--- src/rtl/proc_pkg.sv ---
// Shared fetch-stage types and constants: widths, NOP encoding, FSM states, next-PC selects.
package proc_pkg;

    localparam int unsigned ADDR_W  = 32;
    localparam int unsigned INSTR_W = 32;
    localparam int unsigned CNT_W   = 32;

    localparam logic [INSTR_W-1:0] NOP     = '0;
    localparam logic [ADDR_W-1:0]  PC_STEP = ADDR_W'(4);

    typedef enum logic {
        BOOT = 1'b0,
        RUN  = 1'b1
    } fetch_state_t;

    typedef enum logic [1:0] {
        NPC_SEQ    = 2'd0,
        NPC_BRANCH = 2'd1,
        NPC_JUMP   = 2'd2,
        NPC_HOLD   = 2'd3
    } npc_sel_t;

    // Redirect targets are forced onto a word boundary.
    function automatic logic [ADDR_W-1:0] align_pc(input logic [ADDR_W-1:0] a);
        return {a[ADDR_W-1:2], 2'b00};
    endfunction

endpackage

--- src/rtl/fetch_redirect_unit_if.sv ---
// Fetch-stage bus: EX redirect inputs, hazard stall, instruction memory and IF/ID outputs.
interface fetch_redirect_unit_if;

    logic                           redirect;
    logic                           do_branch;
    logic [proc_pkg::ADDR_W-1:0]    branch_target;
    logic [proc_pkg::ADDR_W-1:0]    jump_target;
    logic                           hazard_stall;
    logic [proc_pkg::ADDR_W-1:0]    imem_addr;
    logic [proc_pkg::INSTR_W-1:0]   imem_rdata;
    logic [proc_pkg::ADDR_W-1:0]    ifid_pc;
    logic [proc_pkg::INSTR_W-1:0]   ifid_instr;
    logic                           ifid_valid;
    logic                           flush_idex;
    logic [proc_pkg::CNT_W-1:0]     squash_count;

    modport slave (
        input  redirect, do_branch, branch_target, jump_target, hazard_stall, imem_rdata,
        output imem_addr, ifid_pc, ifid_instr, ifid_valid, flush_idex, squash_count
    );

    modport master (
        output redirect, do_branch, branch_target, jump_target, hazard_stall, imem_rdata,
        input  imem_addr, ifid_pc, ifid_instr, ifid_valid, flush_idex, squash_count
    );

endinterface

--- src/rtl/next_pc_sel.sv ---
// Next-PC mux: sequential step, aligned branch/jump target, or hold.
module next_pc_sel
    import proc_pkg::*;
(
    input  npc_sel_t            sel_i,
    input  logic [ADDR_W-1:0]   pc_i,
    input  logic [ADDR_W-1:0]   branch_target_i,
    input  logic [ADDR_W-1:0]   jump_target_i,
    output logic [ADDR_W-1:0]   next_pc_c_o
);

    always_comb begin
        next_pc_c_o = pc_i;
        unique case (sel_i)
            NPC_SEQ:    next_pc_c_o = pc_i + PC_STEP;
            NPC_BRANCH: next_pc_c_o = align_pc(branch_target_i);
            NPC_JUMP:   next_pc_c_o = align_pc(jump_target_i);
            NPC_HOLD:   next_pc_c_o = pc_i;
            default:    next_pc_c_o = pc_i;
        endcase
    end

endmodule

--- src/rtl/fetch_redirect_unit.sv ---
// Instruction-fetch stage: PC register, IF/ID register, wrong-path squash and squash perf counter.
module fetch_redirect_unit
    import proc_pkg::*;
#(
    parameter logic [ADDR_W-1:0] RESET_PC = 32'h0000_0000
) (
    input  logic                    clk,
    input  logic                    rst_n,
    fetch_redirect_unit_if.slave    fr_bus
);

    fetch_state_t           state_q;
    logic [ADDR_W-1:0]      pc_q;
    logic [ADDR_W-1:0]      pc_d;
    logic [ADDR_W-1:0]      ifid_pc_q;
    logic [INSTR_W-1:0]     ifid_instr_q;
    logic                   ifid_valid_q;
    logic [CNT_W-1:0]       squash_q;
    logic [CNT_W-1:0]       squash_d;
    logic [CNT_W:0]         squash_sum_c;
    logic [1:0]             squash_inc_c;
    npc_sel_t               sel_c;
    logic                   run_c;

    assign run_c = (state_q == RUN);

    // Redirect beats stall; BOOT holds the PC regardless of inputs.
    always_comb begin
        sel_c = NPC_HOLD;
        if (run_c) begin
            if (fr_bus.redirect) begin
                sel_c = fr_bus.do_branch ? NPC_BRANCH : NPC_JUMP;
            end else if (!fr_bus.hazard_stall) begin
                sel_c = NPC_SEQ;
            end
        end
    end

    next_pc_sel u_next_pc_sel (
        .sel_i           (sel_c),
        .pc_i            (pc_q),
        .branch_target_i (fr_bus.branch_target),
        .jump_target_i   (fr_bus.jump_target),
        .next_pc_c_o     (pc_d)
    );

    // The IF slot is always lost; the ID slot only counts when it held a real instruction.
    always_comb begin
        squash_inc_c = 2'd1 + 2'(ifid_valid_q);
        squash_sum_c = {1'b0, squash_q} + (CNT_W+1)'(squash_inc_c);
        squash_d     = squash_sum_c[CNT_W] ? {CNT_W{1'b1}} : squash_sum_c[CNT_W-1:0];
    end

    always_ff @(posedge clk or negedge rst_n) begin
        if (!rst_n) begin
            state_q      <= BOOT;
            pc_q         <= RESET_PC;
            ifid_pc_q    <= '0;
            ifid_instr_q <= NOP;
            ifid_valid_q <= 1'b0;
            squash_q     <= '0;
        end else begin
            state_q <= RUN;
            pc_q    <= pc_d;
            if (run_c) begin
                if (fr_bus.redirect) begin
                    ifid_pc_q    <= '0;
                    ifid_instr_q <= NOP;
                    ifid_valid_q <= 1'b0;
                    squash_q     <= squash_d;
                end else if (!fr_bus.hazard_stall) begin
                    ifid_pc_q    <= pc_q;
                    ifid_instr_q <= fr_bus.imem_rdata;
                    ifid_valid_q <= 1'b1;
                end
            end
        end
    end

    assign fr_bus.imem_addr    = pc_q;
    assign fr_bus.ifid_pc      = ifid_pc_q;
    assign fr_bus.ifid_instr   = ifid_instr_q;
    assign fr_bus.ifid_valid   = ifid_valid_q;
    assign fr_bus.squash_count = squash_q;
    assign fr_bus.flush_idex   = fr_bus.redirect & run_c;

endmodule

--- src/flat_wrapper.sv ---
// flat-port wrapper written by rule: the top's interface ports become plain ports
module fetch_redirect_unit_flat import proc_pkg::*;
#(
    parameter logic [ADDR_W-1:0] RESET_PC = 32'h0000_0000
)
  (clk, rst_n, fr_bus_redirect, fr_bus_do_branch, fr_bus_branch_target, fr_bus_jump_target, fr_bus_hazard_stall, fr_bus_imem_rdata, fr_bus_imem_addr, fr_bus_ifid_pc, fr_bus_ifid_instr, fr_bus_ifid_valid, fr_bus_flush_idex, fr_bus_squash_count);
  fetch_redirect_unit_if fr_bus_i ();
  input  logic clk;
  input  logic rst_n;
  input wire logic [$bits(fr_bus_i.redirect)-1:0] fr_bus_redirect;
  input wire logic [$bits(fr_bus_i.do_branch)-1:0] fr_bus_do_branch;
  input wire logic [$bits(fr_bus_i.branch_target)-1:0] fr_bus_branch_target;
  input wire logic [$bits(fr_bus_i.jump_target)-1:0] fr_bus_jump_target;
  input wire logic [$bits(fr_bus_i.hazard_stall)-1:0] fr_bus_hazard_stall;
  input wire logic [$bits(fr_bus_i.imem_rdata)-1:0] fr_bus_imem_rdata;
  output wire logic [$bits(fr_bus_i.imem_addr)-1:0] fr_bus_imem_addr;
  output wire logic [$bits(fr_bus_i.ifid_pc)-1:0] fr_bus_ifid_pc;
  output wire logic [$bits(fr_bus_i.ifid_instr)-1:0] fr_bus_ifid_instr;
  output wire logic [$bits(fr_bus_i.ifid_valid)-1:0] fr_bus_ifid_valid;
  output wire logic [$bits(fr_bus_i.flush_idex)-1:0] fr_bus_flush_idex;
  output wire logic [$bits(fr_bus_i.squash_count)-1:0] fr_bus_squash_count;
  assign fr_bus_i.redirect = fr_bus_redirect;
  assign fr_bus_i.do_branch = fr_bus_do_branch;
  assign fr_bus_i.branch_target = fr_bus_branch_target;
  assign fr_bus_i.jump_target = fr_bus_jump_target;
  assign fr_bus_i.hazard_stall = fr_bus_hazard_stall;
  assign fr_bus_i.imem_rdata = fr_bus_imem_rdata;
  assign fr_bus_imem_addr = fr_bus_i.imem_addr;
  assign fr_bus_ifid_pc = fr_bus_i.ifid_pc;
  assign fr_bus_ifid_instr = fr_bus_i.ifid_instr;
  assign fr_bus_ifid_valid = fr_bus_i.ifid_valid;
  assign fr_bus_flush_idex = fr_bus_i.flush_idex;
  assign fr_bus_squash_count = fr_bus_i.squash_count;
  fetch_redirect_unit #(.RESET_PC(RESET_PC)) u_core (.clk(clk), .rst_n(rst_n), .fr_bus(fr_bus_i));
endmodule
--- config.mk ---
export PLATFORM = sky130hd
export DESIGN_NAME = fetch_redirect_unit_flat
export DESIGN_NICKNAME = d
export VERILOG_FILES = /design/src/rtl/proc_pkg.sv /design/src/rtl/fetch_redirect_unit_if.sv /design/src/rtl/next_pc_sel.sv /design/src/rtl/fetch_redirect_unit.sv /design/src/flat_wrapper.sv
export SDC_FILE = /design/constraint.sdc
export NUM_CORES = 1
export LEC_CHECK = 0
export ABC_AREA = 1
export BUFFER_PORTS_ARGS = -buffer_cell sky130_fd_sc_hd__buf_4
export CORE_MARGIN = 2
export CORE_UTILIZATION = 47
export DETAILED_ROUTE_END_ITERATION = 16
export MAX_ROUTING_LAYER = met4
export PLACE_DENSITY = 0.88
export SLEW_MARGIN = 10
export SYNTH_ARGS = -nofsm -noshare
export SYNTH_HDL_FRONTEND = slang
export SYNTH_HIERARCHICAL = 1
export SYNTH_SLANG_ARGS = --single-unit
export TNS_END_PERCENT = 5
--- constraint.sdc ---
create_clock -name clk -period 1.8 [get_ports clk]
set_input_delay 0.18 -clock clk [delete_from_list [all_inputs] [get_ports clk]]
set_output_delay 0.18 -clock clk [all_outputs]
set_load 0.1 [all_outputs]
==> results of run 1 <==
sequential cells by signal, indices dropped and copies added, names as in the netlist:
register                    count
u_core/fr_bus.ifid_instr       32
u_core/fr_bus.ifid_pc          32
u_core/fr_bus.imem_addr        32
u_core/fr_bus.squash_count     32
u_core/fr_bus.ifid_valid        1
u_core/run_c                    1
per-layer routing:
metal | routed length (um) | track usage | up-vias
li1 | - | - | 3599
met1 | 8823 | 0.3434 | 3545
met5 | 0 | - | -
met4 | 1017 | 0.1528 | 0
met3 | 2132 | 0.06778 | 81
met2 | 11410 | 0.4831 | 484
power by group:
part	internal, mW	switching, mW	leakage [nW]
combinational	1.12	3.70	3.27
sequential	3.32	0.463	1.64
clock	2.21	1.33	0.290
total	6.65	5.49	5.20
path summary, 6_finish.rpt:
kind / from / endpoint / slack, ns / depth (start not counted)
min in group asynchronous: rst_n / u_core/fr_bus.ifid_pc[2] / 0.29 / 2
max reg2reg: u_core/fr_bus.squash_count[0] / u_core/fr_bus.squash_count[22] / 0.11 / 11
max in group asynchronous: rst_n / u_core/fr_bus.imem_addr[10] / 0.95 / 3
min: fr_bus_imem_rdata[11] / u_core/fr_bus.ifid_instr[11] / 0.01 / 3
max: u_core/fr_bus.squash_count[0] / u_core/fr_bus.squash_count[22] / 0.11 / 11
min reg2reg: u_core/fr_bus.ifid_pc[8] / u_core/fr_bus.ifid_pc[8] / 0.53 / 2
layout make-up:
class	instances	area, sq um	area share
timing repair buffer	310	2581	0.2431
clock buffer	19	442.9	0.04171
tap	188	235.2	0.02215
inverter	135	516.7	0.04866
clock inverter	13	158.9	0.01496
multi-input combinational	640	3372	0.3175
sequential	130	3312	0.3119
cell families after synthesis:
| logic type | count (synthesis) | synth area share |
|---|---|---|
| buffers and inverters | 169 | 0.09875 |
| AOI/OAI and AO/OA | 123 | 0.1015 |
| adders and majority gates | 3 | 0.005144 |
| other | 1 | 0.0005138 |
| xor gates and xnor gates | 12 | 0.01440 |
| DFF | 130 | 0.4457 |
| and+or+nand+nor | 501 | 0.3340 |
metrics by stage:
| stage | hold slack [ns] | instances | setup slack, ns | TNS, ns |
|---|---|---|---|---|
| 2_1_floorplan | -0.1156 | 939 | -0.06267 | -1.553 |
| 3_3_place_gp | 0.1901 | 1338 | 0.1272 | 0 |
| 3_5_place_dp | 0.1971 | 1338 | 0.09284 | 0 |
| 4_1_cts | 0.00009859 | 1435 | 0.07728 | 0 |
| 5_1_grt | 0.001982 | 1435 | 0.01152 | 0 |
| 6_report | 0.009572 | 1435 | 0.1096 | 0 |
layout by cell type, fill, tap and decap left out, types with 5 or more instances in the layout:
master,netlist,routed
a21oi_1,5,5
a221oi_1,25,25
buf_12,0,7
buf_4,0,237
clkbuf_16,0,17
dfrtp_1,130,87
dfrtp_2,0,41
dlygate4sd3_1,0,65
inv_1,133,130
nand2_1,223,221
nand2_2,9,10
nand2_4,5,6
nand3_1,96,95
nand3_2,11,12
nand3b_1,13,13
nand4_1,5,5
nor2_1,103,100
nor2_2,6,9
nor2_4,18,18
o21ai_0,75,73
o21ai_1,11,13
xor2_1,9,9
timing repair:
action	CTS	global route
gates resized for setup	0	4
endpoints found under the hold margin	73	0
hold buffers	65	0
setup endpoints to repair	0	43
critical path, cell delays in order (launching register included):
cell     delay [ns]
dfrtp_4        0.42
inv_4          0.04
ha_4           0.16
inv_2          0.06
ha_4           0.12
nand3_2        0.09
nor2_4         0.20
nand2_2        0.12
nor2_4         0.17
nand2_1        0.07
nand2_1        0.07
nand3_2        0.06
==> flow_summary.json, run 1 <==
{
  "io_buffers": 226,
  "postCtsSetupBuffers": 0,
  "end_kind": "flop",
  "numCtsBuffers": 17,
  "wl_per_cell_um": 16.29,
  "clock_latency_ns": 0.43,
  "seq_area_frac_synth": 0.4457,
  "ir_worst_vdd_uv": 911.9,
  "drtPass1Iterations": 6,
  "die_h_um": 128.6,
  "synth_area_sq_mm": 0.007298,
  "worst-setup-path-type": "flop to flop",
  "via_per_inst": 5.372,
  "grt_pass1_vias": 7602,
  "clock-sinks": 130,
  "maxCapViolCount": 0,
  "worst_pin_slew_ns": 0.6340,
  "fin_area_sq_mm": 0.01062,
  "root_buffer": "clkbuf_16",
  "skew_ns": 0.01063,
  "core_area_sq_mm": 0.01520,
  "maxSlewViolCount": 0,
  "cts_tree": "built",
  "synth_edf_count": 0,
  "dieArea_sq_mm": 0.01654,
  "track_usage": 0.2961,
  "die_w_um": 128.6,
  "io_pins": 231,
  "power.density_mw_per_mm2": 1143,
  "grt_max_degree": 103,
  "period_share": 0.9391,
  "area_growth_pct": 45.50,
  "period_needed_ns": 1.690,
  "cp_data_arrival_time_ns": 2.00,
  "dr.first_iter.drc_count": 801,
  "synth.distinct_cells": 38,
  "synth_top_area_cell": "dfrtp_1",
  "antenna_found_initial": 0,
  "nets": 1338,
  "hold_path_class": "input pin to flop",
  "synth.area.top_cells": "dfrtp_1, nand2_1, inv_1",
  "total_power_mw": 12.14,
  "setup_viol": 0,
  "hold_viol": 0,
  "synth_most_common_cell": "nand2_1",
  "cp_data_required_time_ns": 2.11,
  "clkTransAtPathRegs_ns": 0.06,
  "syn-num-nets": 1043,
  "grt-ovfl-total": 0,
  "antenna_cells": 0,
  "synth_cells": 939,
  "crit_path_max_fanout": 5,
  "grt_pass1_wl_um": 36960,
  "p_leak_nw": 5.199,
  "avgSynthCellArea_sq_um": 7.772,
  "outcome": "completed",
  "fin_util": 0.6985,
  "async_reset_ff_frac": 1.000,
  "rows": 45,
  "placed_area_sq_mm": 0.009360,
  "gp_congestion": 0.8830,
  "synth_commonest_cells": "nand2_1, inv_1, dfrtp_1",
  "yosysWarnings": 6,
  "max_freq_ghz": 0.5916,
  "drt_wl_total_um": 23380,
  "yosysTopAreaCellShare": 0.4457,
  "synthFlopType": "dfrtp_1",
  "start_kind": "flop",
  "dr_total_vias": 7709,
  "dp_hpwl_um": 15450,
  "n_fill_cell": 1121,
  "slew_headroom": 0.5773,
  "htreeDepth": 4,
  "clockBufferDepth": 2,
  "rsz0062_at_grt": "false",
  "start_util": 0.4801,
  "drc_errors": 0,
  "yosys_register_bits": 130,
  "drtAntennaViolNets": 0,
  "final_layout_size_suffix_gt1_frac": 0.3111
}
No activity file was read; power rests on OpenSTA's default activity.
==> inputs of run 2 (changes only) <==
--- a/config.mk
+++ b/config.mk
@@ -8,10 +8,10 @@
 export ABC_AREA = 1
 export BUFFER_PORTS_ARGS = -buffer_cell sky130_fd_sc_hd__buf_4
 export CORE_MARGIN = 2
-export CORE_UTILIZATION = 47
+export CORE_UTILIZATION = 40
 export DETAILED_ROUTE_END_ITERATION = 16
 export MAX_ROUTING_LAYER = met4
-export PLACE_DENSITY = 0.88
+export PLACE_DENSITY = 0.76
 export SLEW_MARGIN = 10
 export SYNTH_ARGS = -nofsm -noshare
 export SYNTH_HDL_FRONTEND = slang
==> constraint.sdc (replaced) <==
create_clock -name clk -period 2.05 [get_ports clk]
set_input_delay 0.205 -clock clk [delete_from_list [all_inputs] [get_ports clk]]
set_output_delay 0.205 -clock clk [all_outputs]
set_load 0.1 [all_outputs]
==> run 2 against run 1 <==
  * Routed wire length down 1.7%
  * Sequential share of layout area up 1.0 points
  * Cell count down 0.49%
  * Core utilization down 13 points
  * Global-route usage down 5.1 points
  * Count of clock-buffer cells in the layout down 1
  * Non-clock buffer count down 48
  * Largest cell class unchanged
  * Highest routed layer unchanged
==> flow_summary.json, run 2 (same netlist as run 1, synthesis figures left out) <==
{
  "p_switching_mw": 4.820,
  "switching_share": 0.4456,
  "gp_congestion": 0.9206,
  "clkTransAtPathRegs_ns": 0.06,
  "drtPass1Iterations": 5,
  "comb_power_share": 0.378,
  "fin_area_sq_mm": 0.01013,
  "rows": 49,
  "start_kind": "flop",
  "postCtsSetupBuffers": 0,
  "drtAntennaViolNets": 0,
  "setup_viol": 0,
  "io_pins": 231,
  "total_power_mw": 10.82,
  "grt-ovfl-total": 0,
  "period_share": 0.9381,
  "die_h_um": 139.1,
  "worst_pin_slew_ns": 0.8396,
  "final_cell_mix": "buf_4, nand2_1, inv_1",
  "path_cells": "a21boi_4 -> o21ai_0 -> nand2_2 -> buf_4 -> nor2_1 -> a221oi_1 -> nand2_1",
  "dr.first_iter.drc_count": 563,
  "skew_ns": 0.007780,
  "clock_latency_ns": 0.42,
  "tns_ns": 0,
  "end_kind": "flop",
  "outcome": "completed",
  "placed_area_sq_mm": 0.009259,
  "numCtsBuffers": 17,
  "die_w_um": 139.1,
  "wl_per_cell_um": 16.09,
  "period_needed_ns": 1.923,
  "internal-power_mw": 5.998,
  "rsz0062_at_grt": "false",
  "final_common_cell": "buf_4",
  "fin_util": 0.5656,
  "clockPowerShare": 0.319,
  "grt_pass1_vias": 7024,
  "grt_pass1_wl_um": 36650,
  "cts_tree": "built",
  "track_usage": 0.2449,
  "crit_path_max_fanout": 14,
  "drt_wl_total_um": 22980,
  "dr_total_vias": 7283,
  "dieArea_sq_mm": 0.01934,
  "dp_hpwl_um": 16440,
  "area_growth_pct": 38.75,
  "ir_worst_vdd_uv": 714.3,
  "htreeDepth": 4,
  "via_per_inst": 5.100,
  "grt_max_degree": 99,
  "hold_path_class": "input pin to flop",
  "cp_data_required_time_ns": 2.35,
  "sequentialPowerShare": 0.303,
  "start_util": 0.4077,
  "hold_viol": 0,
  "antenna_cells": 0,
  "clock-sinks": 130,
  "power.density_mw_per_mm2": 1068,
  "core_area_sq_mm": 0.01790,
  "slowest_delay_ns": 0.40,
  "cp_data_arrival_time_ns": 2.22,
  "crit_path_top_delay_cell": "dfrtp_1",
  "maxSlewViolCount": 0,
  "slew_headroom": 0.4403,
  "clockBufferDepth": 2,
  "drc_errors": 0,
  "max_freq_ghz": 0.5200,
  "nets": 1290,
  "root_buffer": "clkbuf_16",
  "io_buffers": 226,
  "worst-setup-path-type": "flop to flop",
  "antenna_found_initial": 0,
  "p_leak_nw": 5.047,
  "final_layout_size_suffix_gt1_frac": 0.2836,
  "maxCapViolCount": 0
}
==> run 2: cell types whose count changed in the layout (fill, tap and decap cells not counted), sizes merged <==
cell / delta
clkinvlp: -1
inv: +3
buf: -3
bufinv: +2
dlygate4sd3: -45
clkbuf: -1
clkinv: -3
==> run 2: what timing repair did <==
item                                   4_1_cts  5_1_grt
hold buffers                                20        0
setup endpoints to repair                    0        1
endpoints found under the hold margin       42        0
gates resized for setup                      0        1
==> run 2: path summary, 6_finish.rpt <==
kind / endpoint / startpoint / depth (start not counted) / slack [ns]
max in group asynchronous: u_core/fr_bus.squash_count[28] / rst_n / 3 / 1.16
hold / removal: u_core/fr_bus.imem_addr[22] / fr_bus_jump_target[22] / 3 / 0.01
setup reg to reg: u_core/fr_bus.imem_addr[29] / u_core/run_c / 7 / 0.13
setup / recovery: u_core/fr_bus.imem_addr[29] / u_core/run_c / 7 / 0.13
hold reg to reg: u_core/fr_bus.ifid_pc[5] / u_core/fr_bus.ifid_pc[5] / 2 / 0.53
min in group asynchronous: u_core/fr_bus.ifid_instr[12] / rst_n / 2 / 0.27
==> run 2: metal layers <==
| metal | share of wire | track usage | wire [um] | vias to the layer above |
|---|---|---|---|---|
| li1 | - | - | - | 3499 |
| met1 | 0.40 | 0.3010 | 9277 | 3407 |
| met2 | 0.50 | 0.4107 | 11540 | 347 |
| met3 | 0.075 | 0.04627 | 1731 | 30 |
| met4 | 0.019 | 0.07602 | 429 | 0 |
| met5 | 0 | - | 0 | - |
==> run 2: area by class of cell <==
type / count / area [sq um]
clock inverters: 14 / 225.2
flip-flops and latches: 130 / 3264
fillers: 1631 / 7776
well taps: 229 / 286.5
repair buffers: 262 / 2067
inverters: 135 / 511.7
clock buffers: 18 / 439.2
multi-input cells: 640 / 3332
==> run 2: worst max-delay path, delay by kind of cell, from the launching register on <==
kind | cells | cell delay [ns]
compound gates | 3 | 0.74
flops | 1 | 0.40
simple gates | 3 | 0.40
buf+inv | 1 | 0.25
==> run 2: metrics by stage <==
step,setup WS [ns],instances,hold WS [ns]
2_1_floorplan,0.01597,939,-0.09059
3_3_place_gp,0.2464,1376,0.1852
3_5_place_dp,0.2072,1376,0.1920
4_1_cts,0.08853,1428,0.0005865
5_1_grt,0.01674,1428,0.003026
6_report,0.1268,1428,0.01278
==> run 2: power by group through the flow <==
| stage | Sequential, mW | Combinational, mW | Clock (mW) |
|---|---|---|---|
| 6_report | 3.28 | 4.09 | 3.45 |
| 3_3_place_gp | 3.31 | 4.01 | 0 |
| 4_1_cts | 3.28 | 4.10 | 3.50 |
| 3_5_place_dp | 3.31 | 4.05 | 0 |
| 2_1_floorplan | 5.51 | 0.788 | 0 |
| 5_1_grt | 3.33 | 4.28 | 3.63 |
==> inputs of run 3 (changes only) <==
==> constraint.sdc (replaced) <==
create_clock -name clk -period 2.17 [get_ports clk]
set_input_delay 0.217 -clock clk [delete_from_list [all_inputs] [get_ports clk]]
set_output_delay 0.217 -clock clk [all_outputs]
set_load 0.1 [all_outputs]
==> run 3 against run 2 <==
  * Power down 8.8%
  * Cell count down 1.5%
  * First-iteration DRC count up 2.1%
  * Maximum frequency up 1.4%
  * Non-clock buffer count down 21
  * Sequential power down 5%
  * Count of clock-buffer cells in the layout up 3
  * Die area unchanged
  * Register-to-register slack better by 0.15 ns
  * Clock skew up 0.00087 ns
  * Hold slack better by 0.0079 ns
  * Via count down 1.5%
  * Critical endpoint is now u_core/fr_bus.imem_addr[16]
  * Largest cell class unchanged
==> flow_summary.json, run 3 (same netlist as run 1, synthesis figures left out) <==
{
  "reg2reg_depth": 7,
  "ir_worst_vdd_uv": 701.4,
  "dp_hpwl_um": 15900,
  "p_leak_nw": 4.934,
  "grt_use_met2": 0.3715,
  "final_cell_mix": "buf_4, nand2_1, inv_1",
  "numCtsBuffers": 17,
  "path_cells": "a21boi_4 -> o21ai_0 -> nand2_1 -> buf_4 -> nor2_1 -> a221oi_1 -> nand2_1",
  "slew_headroom": 0.4709,
  "max_freq_ghz": 0.5275,
  "multi_input_area_sq_mm": 0.003329,
  "period_share": 0.8736,
  "wl_per_cell_um": 15.56,
  "worstPathBufferInverterCount": 1,
  "die_w_um": 139.1,
  "via_per_inst": 5.104,
  "drtPass1Iterations": 7,
  "crit_path_top_delay_cell": "dfrtp_1",
  "htreeDepth": 4,
  "skew_ns": 0.008653,
  "start_util": 0.4077,
  "clock_latency_ns": 0.42,
  "dr.first_iter.drc_count": 575,
  "maxCapViolCount": 0,
  "antenna_found_initial": 0,
  "hold_path_class": "input pin to flop",
  "drtAntennaViolNets": 0,
  "final_common_cell": "buf_4",
  "end_kind": "flop",
  "postCtsSetupBuffers": 0,
  "cp_data_required_time_ns": 2.46,
  "grt.met3_usage": 0.05939,
  "nets": 1269,
  "critical_path.top_delay_family": "compound AO/OA/AOI/OAI gates",
  "setup_viol": 0,
  "rows": 49,
  "grt_pass1_vias": 6843,
  "io_buffers": 226,
  "clock-sinks": 130,
  "regArea_sq_mm": 0.003256,
  "core_area_sq_mm": 0.01790,
  "cts_tree": "built",
  "path_depth": 7,
  "drt_wl_total_um": 21880,
  "io_pins": 231,
  "worst_pin_slew_ns": 0.7936,
  "root_buffer": "clkbuf_16",
  "antenna_cells": 0,
  "final_layout_size_suffix_gt1_frac": 0.2812,
  "cp-endpoint": "u_core/fr_bus.imem_addr[16]",
  "total_power_mw": 9.861,
  "n_fill_cell": 1642,
  "drc_errors": 0,
  "crit_path_max_fanout": 8,
  "r2r_end": "u_core/fr_bus.imem_addr[16]",
  "dieArea_sq_mm": 0.01934,
  "r2r_start": "u_core/run_c",
  "holdCritStartpoint": "fr_bus_jump_target[10]",
  "period_needed_ns": 1.896,
  "die_h_um": 139.1,
  "worst-setup-path-type": "flop to flop",
  "grt-ovfl-total": 0,
  "start_kind": "flop",
  "outcome": "completed",
  "crit_path_start": "u_core/run_c",
  "cp_common_cell": "nand2_1",
  "grt_pass1_wl_um": 35320,
  "cp_data_arrival_time_ns": 2.18,
  "clockBufferDepth": 2,
  "area_growth_pct": 35.14,
  "power.density_mw_per_mm2": 999.8,
  "clkTransAtPathRegs_ns": 0.06,
  "track_usage": 0.2352,
  "dr_total_vias": 7176,
  "slowest_delay_ns": 0.39,
  "gp_congestion": 0.9105,
  "tns_ns": 0,
  "maxSlewViolCount": 0,
  "reg2reg_slack_ns": 0.27,
  "busiest_layer": "met2",
  "use_met1": 0.2913,
  "rsz0062_at_grt": "false",
  "grt_max_degree": 91,
  "hold_viol": 0
}
## run 3: cell count changes in the layout (fill, tap and decap cells not counted), moves of 3 or more
cell	before	now
inv_6	5	1
buf_4	238	234
dfrtp_1	125	128
clkinv_2	1	4
dlygate4sd3_1	20	2
## run 3: power by group
group          switching (mW)  internal, mW
registers               0.373          2.72
clock network            1.07          1.88
logic                    2.99         0.818
## run 3: worst min-delay path: cells and delay by family
kind	cells	cell delay [ns]
compound gates	1	0.06
buf+inv	1	0.08
simple gates	1	0.05
## run 3: worst min-delay path by stage
stage | endpoint | slack (ns) | cells after the start
after floorplan | u_core/fr_bus.ifid_instr[0] | -0.08 | 0
after global placement | u_core/fr_bus.ifid_instr[10] | 0.28 | 2
after detailed placement | u_core/fr_bus.ifid_instr[10] | 0.27 | 2
after CTS | u_core/fr_bus.imem_addr[10] | 0.001 | 3
after global routing | u_core/fr_bus.imem_addr[8] | 0.007 | 3
final | u_core/fr_bus.imem_addr[10] | 0.02 | 3
## run 3: what timing repair did
action                    in CTS  in global routing
hold endpoints to repair     131                  0
resized for setup              0                  0
hold buffers                   2                  0
## run 3: through the flow
stage	utilization	hold slack (ns)	area, sq um	worst slack, ns	instances
detailed placement	0.5161	0.2686	9240	0.3095	1373
global route	0.5510	0.007225	9863	0.1452	1406
finish	0.5510	0.02072	9863	0.2743	1406
CTS	0.5510	0.001486	9863	0.2900	1406
floorplan	-	-0.07859	7301	0.006174	939
global placement	0.5161	0.2754	9240	0.3840	1373
## run 3: layout make-up
class / count / area share
clock buffers: 21 / 0.04770
clock inverters: 10 / 0.01345
inverters: 135 / 0.05188
multi-input cells: 640 / 0.3376
flip-flops and latches: 130 / 0.3301
well taps: 229 / 0.02905
repair buffers: 241 / 0.1903
## run 3: metal layers
metal	vias up	wire, um
li1	3455	-
met1	3337	8847
met2	334	10450
met3	50	1882
met4	0	703
met5	-	0
